File: src/rtl/uart_inst_loader_if.sv
// Bus bundle between the UART byte source / debugger and the loader,
// plus the program-memory write port it drives.
interface uart_inst_loader_if #(
  parameter int SIZE       = 32,
  parameter int ADDR_WIDTH = 32
);
  logic                  i_start;
  logic [7:0]            i_rx_data;
  logic                  i_rx_valid;
  logic                  o_inst_write_enable;
  logic [ADDR_WIDTH-1:0] o_write_addr;
  logic [SIZE-1:0]       o_write_data;
  logic                  o_writing;
  logic                  o_done;
  logic                  o_err;

  modport slave (
    input  i_start, i_rx_data, i_rx_valid,
    output o_inst_write_enable, o_write_addr,
    output o_write_data, o_writing, o_done, o_err
  );

  modport master (
    output i_start, i_rx_data, i_rx_valid,
    input  o_inst_write_enable, o_write_addr,
    input  o_write_data, o_writing, o_done, o_err
  );
endinterface

File: src/rtl/uart_inst_loader.sv
// Packs UART bytes (count header, then big-endian words) into
// sequential program-memory writes starting at address 0.
module uart_inst_loader #(
  parameter int SIZE            = 32,
  parameter int ADDR_WIDTH      = 32,
  parameter int MAX_INSTRUCTION = 64,
  parameter int TIMEOUT_CYCLES  = 1000000
) (
  input logic              i_clk,
  input logic              i_rst,
  uart_inst_loader_if.slave bus
);
  localparam int WIDX = $clog2(MAX_INSTRUCTION) + 1;
  localparam int TW   = $clog2(TIMEOUT_CYCLES + 1);

  typedef enum logic [2:0] {
    S_IDLE, S_COUNT, S_BYTES, S_DONE, S_ERR
  } state_t;

  state_t                r_state, w_state_d;
  logic [WIDX-1:0]       r_n, w_n_d;
  logic [WIDX-1:0]       r_idx, w_idx_d;
  logic [1:0]            r_bcnt, w_bcnt_d;
  logic [SIZE-9:0]       r_word, w_word_d;
  logic [TW-1:0]         r_tcnt, w_tcnt_d;
  logic                  r_we, w_we_d;
  logic [ADDR_WIDTH-1:0] r_addr, w_addr_d;
  logic [SIZE-1:0]       r_data, w_data_d;
  logic                  r_writing, w_writing_d;
  logic                  r_done, w_done_d;
  logic                  r_err, w_err_d;
  logic [SIZE-1:0]       w_shift;
  logic                  w_timeout;
  logic                  w_bad_n;

  assign w_shift   = {r_word, bus.i_rx_data};
  assign w_timeout = (r_tcnt == TW'(TIMEOUT_CYCLES - 1));
  assign w_bad_n   = (bus.i_rx_data == 8'd0) ||
    (32'(bus.i_rx_data) > 32'(MAX_INSTRUCTION));

  always_comb begin
    w_state_d   = r_state;
    w_n_d       = r_n;
    w_idx_d     = r_idx;
    w_bcnt_d    = r_bcnt;
    w_word_d    = r_word;
    w_tcnt_d    = r_tcnt;
    w_we_d      = 1'b0;
    w_addr_d    = r_addr;
    w_data_d    = r_data;
    w_writing_d = r_writing;
    w_done_d    = 1'b0;
    w_err_d     = r_err;
    unique case (r_state)
      S_IDLE: begin
        if (bus.i_start) begin
          w_state_d   = S_COUNT;
          w_err_d     = 1'b0;
          w_writing_d = 1'b1;
          w_tcnt_d    = '0;
        end
      end
      S_COUNT: begin
        if (bus.i_rx_valid) begin
          w_tcnt_d = '0;
          if (w_bad_n) begin
            w_state_d   = S_ERR;
            w_err_d     = 1'b1;
            w_writing_d = 1'b0;
          end else begin
            w_state_d = S_BYTES;
            w_n_d     = WIDX'(bus.i_rx_data);
            w_idx_d   = '0;
            w_bcnt_d  = '0;
          end
        end else if (w_timeout) begin
          w_state_d   = S_ERR;
          w_err_d     = 1'b1;
          w_writing_d = 1'b0;
        end else begin
          w_tcnt_d = r_tcnt + TW'(1);
        end
      end
      S_BYTES: begin
        if (bus.i_rx_valid) begin
          w_tcnt_d = '0;
          w_word_d = w_shift[SIZE-9:0];
          w_bcnt_d = r_bcnt + 2'd1;
          if (r_bcnt == 2'd3) begin
            w_we_d   = 1'b1;
            w_addr_d = ADDR_WIDTH'(r_idx) << 2;
            w_data_d = w_shift;
            w_idx_d  = r_idx + WIDX'(1);
            if (r_idx + WIDX'(1) == r_n)
              w_state_d = S_DONE;
          end
        end else if (w_timeout) begin
          w_state_d   = S_ERR;
          w_err_d     = 1'b1;
          w_writing_d = 1'b0;
        end else begin
          w_tcnt_d = r_tcnt + TW'(1);
        end
      end
      // Write strobe of the last word is live in this cycle
      S_DONE: begin
        w_state_d   = S_IDLE;
        w_done_d    = 1'b1;
        w_writing_d = 1'b0;
      end
      S_ERR:   w_state_d = S_IDLE;
      default: w_state_d = S_IDLE;
    endcase
  end

  always_ff @(posedge i_clk) begin
    if (i_rst) begin
      r_state   <= S_IDLE;
      r_n       <= '0;
      r_idx     <= '0;
      r_bcnt    <= '0;
      r_word    <= '0;
      r_tcnt    <= '0;
      r_we      <= 1'b0;
      r_addr    <= '0;
      r_data    <= '0;
      r_writing <= 1'b0;
      r_done    <= 1'b0;
      r_err     <= 1'b0;
    end else begin
      r_state   <= w_state_d;
      r_n       <= w_n_d;
      r_idx     <= w_idx_d;
      r_bcnt    <= w_bcnt_d;
      r_word    <= w_word_d;
      r_tcnt    <= w_tcnt_d;
      r_we      <= w_we_d;
      r_addr    <= w_addr_d;
      r_data    <= w_data_d;
      r_writing <= w_writing_d;
      r_done    <= w_done_d;
      r_err     <= w_err_d;
    end
  end

  assign bus.o_inst_write_enable = r_we;
  assign bus.o_write_addr        = r_addr;
  assign bus.o_write_data        = r_data;
  assign bus.o_writing           = r_writing;
  assign bus.o_done              = r_done;
  assign bus.o_err               = r_err;
endmodule
File: src/flat_wrapper.sv
// flat-port wrapper written by rule: the top's interface ports become plain ports
module uart_inst_loader_flat 
#(
  parameter int SIZE            = 32,
  parameter int ADDR_WIDTH      = 32,
  parameter int MAX_INSTRUCTION = 64,
  parameter int TIMEOUT_CYCLES  = 1000000
)
  (i_clk, i_rst, bus_i_start, bus_i_rx_data, bus_i_rx_valid, bus_o_inst_write_enable, bus_o_write_addr, bus_o_write_data, bus_o_writing, bus_o_done, bus_o_err);
  uart_inst_loader_if #(.SIZE(SIZE), .ADDR_WIDTH(ADDR_WIDTH)) bus_i ();
  input logic i_clk;
  input logic i_rst;
  input wire logic [$bits(bus_i.i_start)-1:0] bus_i_start;
  input wire logic [$bits(bus_i.i_rx_data)-1:0] bus_i_rx_data;
  input wire logic [$bits(bus_i.i_rx_valid)-1:0] bus_i_rx_valid;
  output wire logic [$bits(bus_i.o_inst_write_enable)-1:0] bus_o_inst_write_enable;
  output wire logic [$bits(bus_i.o_write_addr)-1:0] bus_o_write_addr;
  output wire logic [$bits(bus_i.o_write_data)-1:0] bus_o_write_data;
  output wire logic [$bits(bus_i.o_writing)-1:0] bus_o_writing;
  output wire logic [$bits(bus_i.o_done)-1:0] bus_o_done;
  output wire logic [$bits(bus_i.o_err)-1:0] bus_o_err;
  assign bus_i.i_start = bus_i_start;
  assign bus_i.i_rx_data = bus_i_rx_data;
  assign bus_i.i_rx_valid = bus_i_rx_valid;
  assign bus_o_inst_write_enable = bus_i.o_inst_write_enable;
  assign bus_o_write_addr = bus_i.o_write_addr;
  assign bus_o_write_data = bus_i.o_write_data;
  assign bus_o_writing = bus_i.o_writing;
  assign bus_o_done = bus_i.o_done;
  assign bus_o_err = bus_i.o_err;
  uart_inst_loader #(.SIZE(SIZE), .ADDR_WIDTH(ADDR_WIDTH), .MAX_INSTRUCTION(MAX_INSTRUCTION), .TIMEOUT_CYCLES(TIMEOUT_CYCLES)) u_core (.i_clk(i_clk), .i_rst(i_rst), .bus(bus_i));
endmodule
File: config.mk
export PLATFORM = sky130hd
export DESIGN_NAME = uart_inst_loader_flat
export DESIGN_NICKNAME = d
export VERILOG_FILES = /design/src/rtl/uart_inst_loader_if.sv /design/src/rtl/uart_inst_loader.sv /design/src/flat_wrapper.sv
export SDC_FILE = /design/constraint.sdc
export NUM_CORES = 1
export LEC_CHECK = 0
export ABC_AREA = 1
export ABC_CLOCK_PERIOD_IN_PS = 2100
export BUFFER_PORTS_ARGS = -buffer_cell sky130_fd_sc_hd__buf_2
export CAP_MARGIN = 20
export CELL_PAD_IN_SITES_DETAIL_PLACEMENT = 1
export CELL_PAD_IN_SITES_GLOBAL_PLACEMENT = 1
export CORE_ASPECT_RATIO = 1.2
export CORE_MARGIN = 2
export CORE_UTILIZATION = 40
export CTS_CLUSTER_SIZE = 16
export DETAILED_ROUTE_END_ITERATION = 12
export PLACE_DENSITY = 0.86
export SYNTH_ARGS = -nofsm -noshare
export SYNTH_HDL_FRONTEND = slang
export SYNTH_SLANG_ARGS = --single-unit
File: constraint.sdc
create_clock -name i_clk -period 2.1 [get_ports i_clk]
set_clock_uncertainty 0.1 [all_clocks]
set_input_delay 0.315 -clock i_clk [delete_from_list [all_inputs] [get_ports i_clk]]
set_output_delay 0.315 -clock i_clk [all_outputs]
set_load 0.05 [all_outputs]
==> Yosys cells after proc, flatten, opt, wreduce, memory -nomap -nowiden <==
Cells that the tools add are included.
{ "word_totals": {"elab_cells": 88, "register_bits": 106} }
{ "classes": {"n_eq_ne": 16, "bitwise": 3, "add_sub_neg": 3, "muxes": 35, "n_lt_le_gt_ge": 1, "reduce_logical": 18} }
{ "op_table": {"columns": ["op", "n"], "rows": [
  ["$mux W20", 3],
  ["$pmux W20 S2", 1],
  ["$mux W7", 4],
  ["$mux W3", 7],
  ["$add A20 B1 Y20 const B", 1],
  ["$eq A20 B20 Y1 const B", 1],
  ["$pmux W7 S2", 1],
  ["$mux W1", 12],
  ["$reduce_and A3 Y1", 4],
  ["$reduce_and A4 Y1", 3],
  ["$ne A2 B2 Y1 const B", 5],
  ["$ne A3 B2 Y1 const B", 3],
  ["$pmux W3 S3", 1],
  ["$gt A8 B7 Y1 const B", 1],
  ["$logic_not A8 Y1", 1],
  ["$add A7 B1 Y7 const B", 1],
  ["$eq A7 B7 Y1", 1],
  ["$eq A3 B2 Y1 const B", 2],
  ["$mux W2", 3],
  ["$reduce_and A5 Y1", 1],
  ["$pmux W1 S4", 1],
  ["$pmux W2 S2", 1],
  ["$reduce_bool A2 Y1", 2],
  ["$reduce_bool A4 Y1", 1],
  ["other kinds (13)", 15]
]} }

==> Logic depth before layout (Yosys ltp) <==
{ "depth": {"depth_word": 6, "depth_mapped": 13} }

==> Worst setup path after synthesis <==
Ideal clock, no wire load.
{ "synth_timing": {"path_type": "reg-to-reg", "from": "register u_core.r_state[0]", "to": "register u_core.r_n[2]", "setup_slack_ps": 452, "n_path_buf": 1, "stages_incl_launch_ff": 9, "setup_ps": 119, "period_less_slack_ps": 1648, "t_arrival_ps": 1428, "cell_sequence": "dfxtp_1 -> inv_1 -> nor3_1 -> inv_1 -> nor2_1 -> nand3_1 -> buf_2 -> o21ai_0 -> a21oi_1"} }
{ "synth_via": {"elab_chain_cells": 2} }
{ "synth_lines": {"columns": ["element", "line", "rtl"], "rows": [
  ["start: declaration", "uart_inst_loader.sv:20", "state_t r_state, w_state_d;"],
  ["start signal: assignment", "uart_inst_loader.sv:131", "r_state <= w_state_d;"],
  ["$eq A3 B1 Y1", "uart_inst_loader.sv:54", "unique case (r_state)"],
  ["$reduce_and A3 Y1 (no source line)", null, null],
  ["end signal: assignment", "uart_inst_loader.sv:132", "r_n <= w_n_d;"],
  ["end: declaration", "uart_inst_loader.sv:21", "logic [WIDX-1:0] r_n, w_n_d;"]
]} }
Every way passes these cells.
A chain may end at the register's enable or synchronous reset.

==> Worst setup path in the final report <==
{ "layout_timing": {"from": "register u_core.r_tcnt[4]", "to": "register u_core.r_tcnt[18]"} }
{ "layout_via": {"elab_chain_cells": 4, "elab_cells_between_ends": 7, "classes_between": "add/sub (1); eq/ne (2); mux (3); reduce/logical (1)"} }
{ "layout_lines": {"columns": ["element", "line", "rtl"], "rows": [
  ["start: declaration", "uart_inst_loader.sv:25", "logic [TW-1:0] r_tcnt, w_tcnt_d;"],
  ["start signal: assignment", "uart_inst_loader.sv:136", "r_tcnt <= w_tcnt_d;"],
  ["$add A20 B1 Y20", "uart_inst_loader.sv:81, uart_inst_loader.sv:102", null],
  ["$mux W20", "uart_inst_loader.sv:76, uart_inst_loader.sv:97", null],
  ["$mux W20", "uart_inst_loader.sv:64", "if (bus.i_rx_valid) begin"],
  ["$pmux W20 S2", "uart_inst_loader.sv:54", null]
]} }
Several ways; a longest one is shown, not always the timed one. The select of a mux whose other input is x is not followed.

==> flow_summary.yaml <==
run_status:
  outcome: "complete, no violations"
timing:
  setup_viol_count_final: 0
  timing_hold_violations_final: 0
  timing.fmax_ghz: 0.5087
  fin_tns_setup_ns: 0
  holdWs_ns: 0.1238
  maxSlewViolCount: 0
  final_period_minus_worst_setup_slack_ns: 1.966
  fin_worst_setup_slack_ns: 0.1344
  final_min_period_over_clock_period_pct: 93.60
critical_path:
  critical-path-top-delay-family: "simple AND/OR/NAND/NOR gates"
  endpoint_kind: "flip-flop"
  critical_path_required_ns: 2.24
  launching_element_type_of_the_critical_path: "flip-flop"
  timing.reg2reg.setup_slack_ns: 0.13
  worst_r2r_startpoint: "u_core.r_tcnt[4]"
  worst-endpoint-arrival_ns: 2.11
  critPathKind: "flip-flop to flip-flop"
  cp_common_cell: "nor2_1"
  critical_path_peak_fanout: 5
  worst-path-buf-inv: 1
  r2r_end: "u_core.r_tcnt[18]"
  critical_path.max_stage_delay_ns: 0.40
  reg2reg_depth: 9
  timing.critical_path.cells: "nand2_1 > nor2_1 > nand2_1 > nor2_1 > inv_1 > nor2_1 > nand4_1 > nor2_1 > nor2_1"
  critical_path.slowest_cell: "dfxtp_1"
floorplan:
  row_count: 44
  vertical_die_dimension_um: 124.9
  dieArea_mm2: 0.01309
  initial_core_util_pct: 40.61
  fp.coreArea_mm2: 0.01200
  dieWidth_um: 104.8
  boundaryPins: 80
cells_and_area:
  finish.utilization_pct: 46.39
  postLayoutCellArea_mm2: 0.005568
  syn2layout_area_growth_pct: 14.25
  proportion_of_layout_cells_with_a_drive_suffix_above_1_pct: 14.49
  most_common_library_cell_in_the_layout_ignoring_fill_and_taps: "nand2_1"
  antenna-diode-count: 0
  multiInputGateArea_mm2: 0.002308
  final_cell_count_no_fill: 920
  ff_latch_area_mm2: 0.002123
  finalNetCount: 769
  fillerInstances: 1621
  layout_common_cells: "nand2_1 (144), nor2_1 (126), dfxtp_1 (105)"
power_and_ir_drop:
  share_comb_of_total_power_pct: 12.3
  leakage_nw: 2.646
  power.density_cell_area_mw_per_mm2: 757.7
  switching_power_mw: 1.216
  fin_total_pwr_mw: 4.218
  p_int_mw: 3.003
  power.sequential.fraction_pct: 49.7
  highest_ir_drop_seen_on_vdd_mv: 0.3829
  switching_share_pct: 28.83
  pwr-share-clk_pct: 38.0
logic_synthesis:
  synth.largest_area_cell: "dfxtp_1"
  yosys.cell_types.count: 32
  syn_inst: 695
  synthArstFlopShare_pct: 0
  yosysSeqAreaShare_pct: 43.54
  portion_of_synthesized_cell_area_occupied_by_the_leading_cell_type_pct: 43.54
  synth_flop_cell: "dfxtp_1"
  netlist_top_cells_area: "dfxtp_1 (44%), nand2_1 (11%), nor2_1 (9.8%), o21ai_0 (6.6%), nand3_1 (5.4%)"
  post_synth_edffs: 0
  postSynthAreaPerCell_um2: 7.012
  yosys_register_bits: 106
  synthesis.area_mm2: 0.004873
  synth-warning-count: 0
routing:
  route.detailed.drc: 0
  detail_route.first_pass.iterations: 4
  drtAntennaViolNets: 0
  average_wire_per_standard_cell_um: 15.89
  dr_vias: 4739
  vias_per_cell: 5.151
  initialDrtViolationCount: 211
  drt_wl_total_um: 14620
clocking:
  cts.reportedPaths.clkPinSlew_ns: 0.07
  post_cts_hold_buffer_count: 0
  clock_tree.htree_level_count: 3
  cts_tree: "built"
  cts-root-to-sink-buffers: 2
  worstSkewPairLatency_ns: 0.35
  ctsRootBufferMaster: "clkbuf_16"
  tritoncts_buffer_count: 9
  numClockSinks: 106
placed_design:
  routability_congestion_estimate: 0.9424
  pre_cts_ws_ns: 0.09078
  dp_cells: 903
  hpwl_after_detailed_placement_um: 10850
  port_buffers: 54
  dpl-instance-area_mm2: 0.005276
global_route:
  grtUsageTotal_pct: 22.61
  grt_start_max_net_pins: 43
  grt_first_pass_wirelength_um: 24100
  grt_antenna_before_repair: 0
  globalRouteOverflowTotal: 0
  first_global_vias: 5019
worst_hold_path:
  timing.hold.worst_path_depth: 3
  hold_path.class: "primary input to flip-flop"
  worstHoldStart: "bus_i_rx_data[1]"
  min_delay_worst_endpoint: "u_core.bus.o_write_data[1]"
run:
  max_cap_viol_count: 0
flip-flops by register name, indices dropped and copies added (netlist names), 2 cells and up:
signal,flops
u_core.bus.o_write_addr,7
u_core.r_state,3
u_core.bus.o_write_data,32
u_core.r_n,7
u_core.r_idx,7
u_core.r_word,24
u_core.r_bcnt,2
u_core.r_tcnt,20
worst max-delay path by stage:
stage                             end  slack, ns  cells past startpoint              start
global placement     u_core.r_tcnt[0]       0.26                      9  u_core.r_state[0]
CTS                   u_core.r_idx[6]       0.03                      8  u_core.r_state[0]
global route          u_core.r_idx[5]     -0.002                      8  u_core.r_state[0]
detailed placement    u_core.r_idx[4]       0.09                      8  u_core.r_state[0]
finish              u_core.r_tcnt[18]       0.13                      9   u_core.r_tcnt[4]
floorplan               u_core.r_n[2]       0.45                      8  u_core.r_state[0]
kinds of logic after synthesis:
kind of cell | Yosys count | synth area share (%)
simple gates | 366 | 32.32
compound gates | 108 | 11.35
other cells | 1 | 0.07695
flops | 106 | 43.54
buf+inv | 106 | 11.04
fa+ha+maj | 3 | 0.7703
xor+xnor | 5 | 0.8985
timing repair:
action,in CTS,in global routing
setup endpoints to repair,4,15
pin swaps,0,1
cloned,0,0
buffers inserted,0,1
resized for setup,1,3
synth_stat cells (3+ instances only):
cell / count
nand3b_1: 4
ha_1: 3
o21ai_0: 64
nand3_1: 53
inv_2: 6
buf_2: 5
nand2_1: 145
xor2_1: 4
nor3_1: 12
nor2_1: 127
inv_1: 46
buf_6: 4
a21oi_1: 38
buf_4: 27
clkbuf_1: 14
dfxtp_1: 106
buf_1: 3
nand4_1: 17
power groups by stage:
| stage | combinational (mW) | clock [mW] | sequential [mW] |
|---|---|---|---|
| after floorplan | 0.377 | 0 | 2.14 |
| after global placement | 0.482 | 0 | 2.14 |
| after detailed placement | 0.503 | 0 | 2.14 |
| after CTS | 0.511 | 1.65 | 2.09 |
| after global routing | 0.564 | 1.72 | 2.10 |
| final | 0.519 | 1.60 | 2.09 |
per-layer routing:
metal	part of all wire, %	GRT usage, %	wire, um
met2	53	42.90	7794
met5	0	0	0
met4	3.8	10.43	557
met1	40	24.59	5895
met3	2.5	2.930	370
tightest hold or removal path, cell delays in order:
cell	delay, ns
buf_2	0.12
nand2_1	0.06
nand2_1	0.04
layout make-up:
type / count / share of cell area, %
clock buffers: 10 / 4.112
repair buffers: 77 / 8.180
flip-flops and latches: 106 / 38.13
inverters: 53 / 3.618
well taps: 161 / 3.618
clock inverters: 6 / 0.8764
multi-input cells: 507 / 41.46
Power figures use the tool's default switching activity.
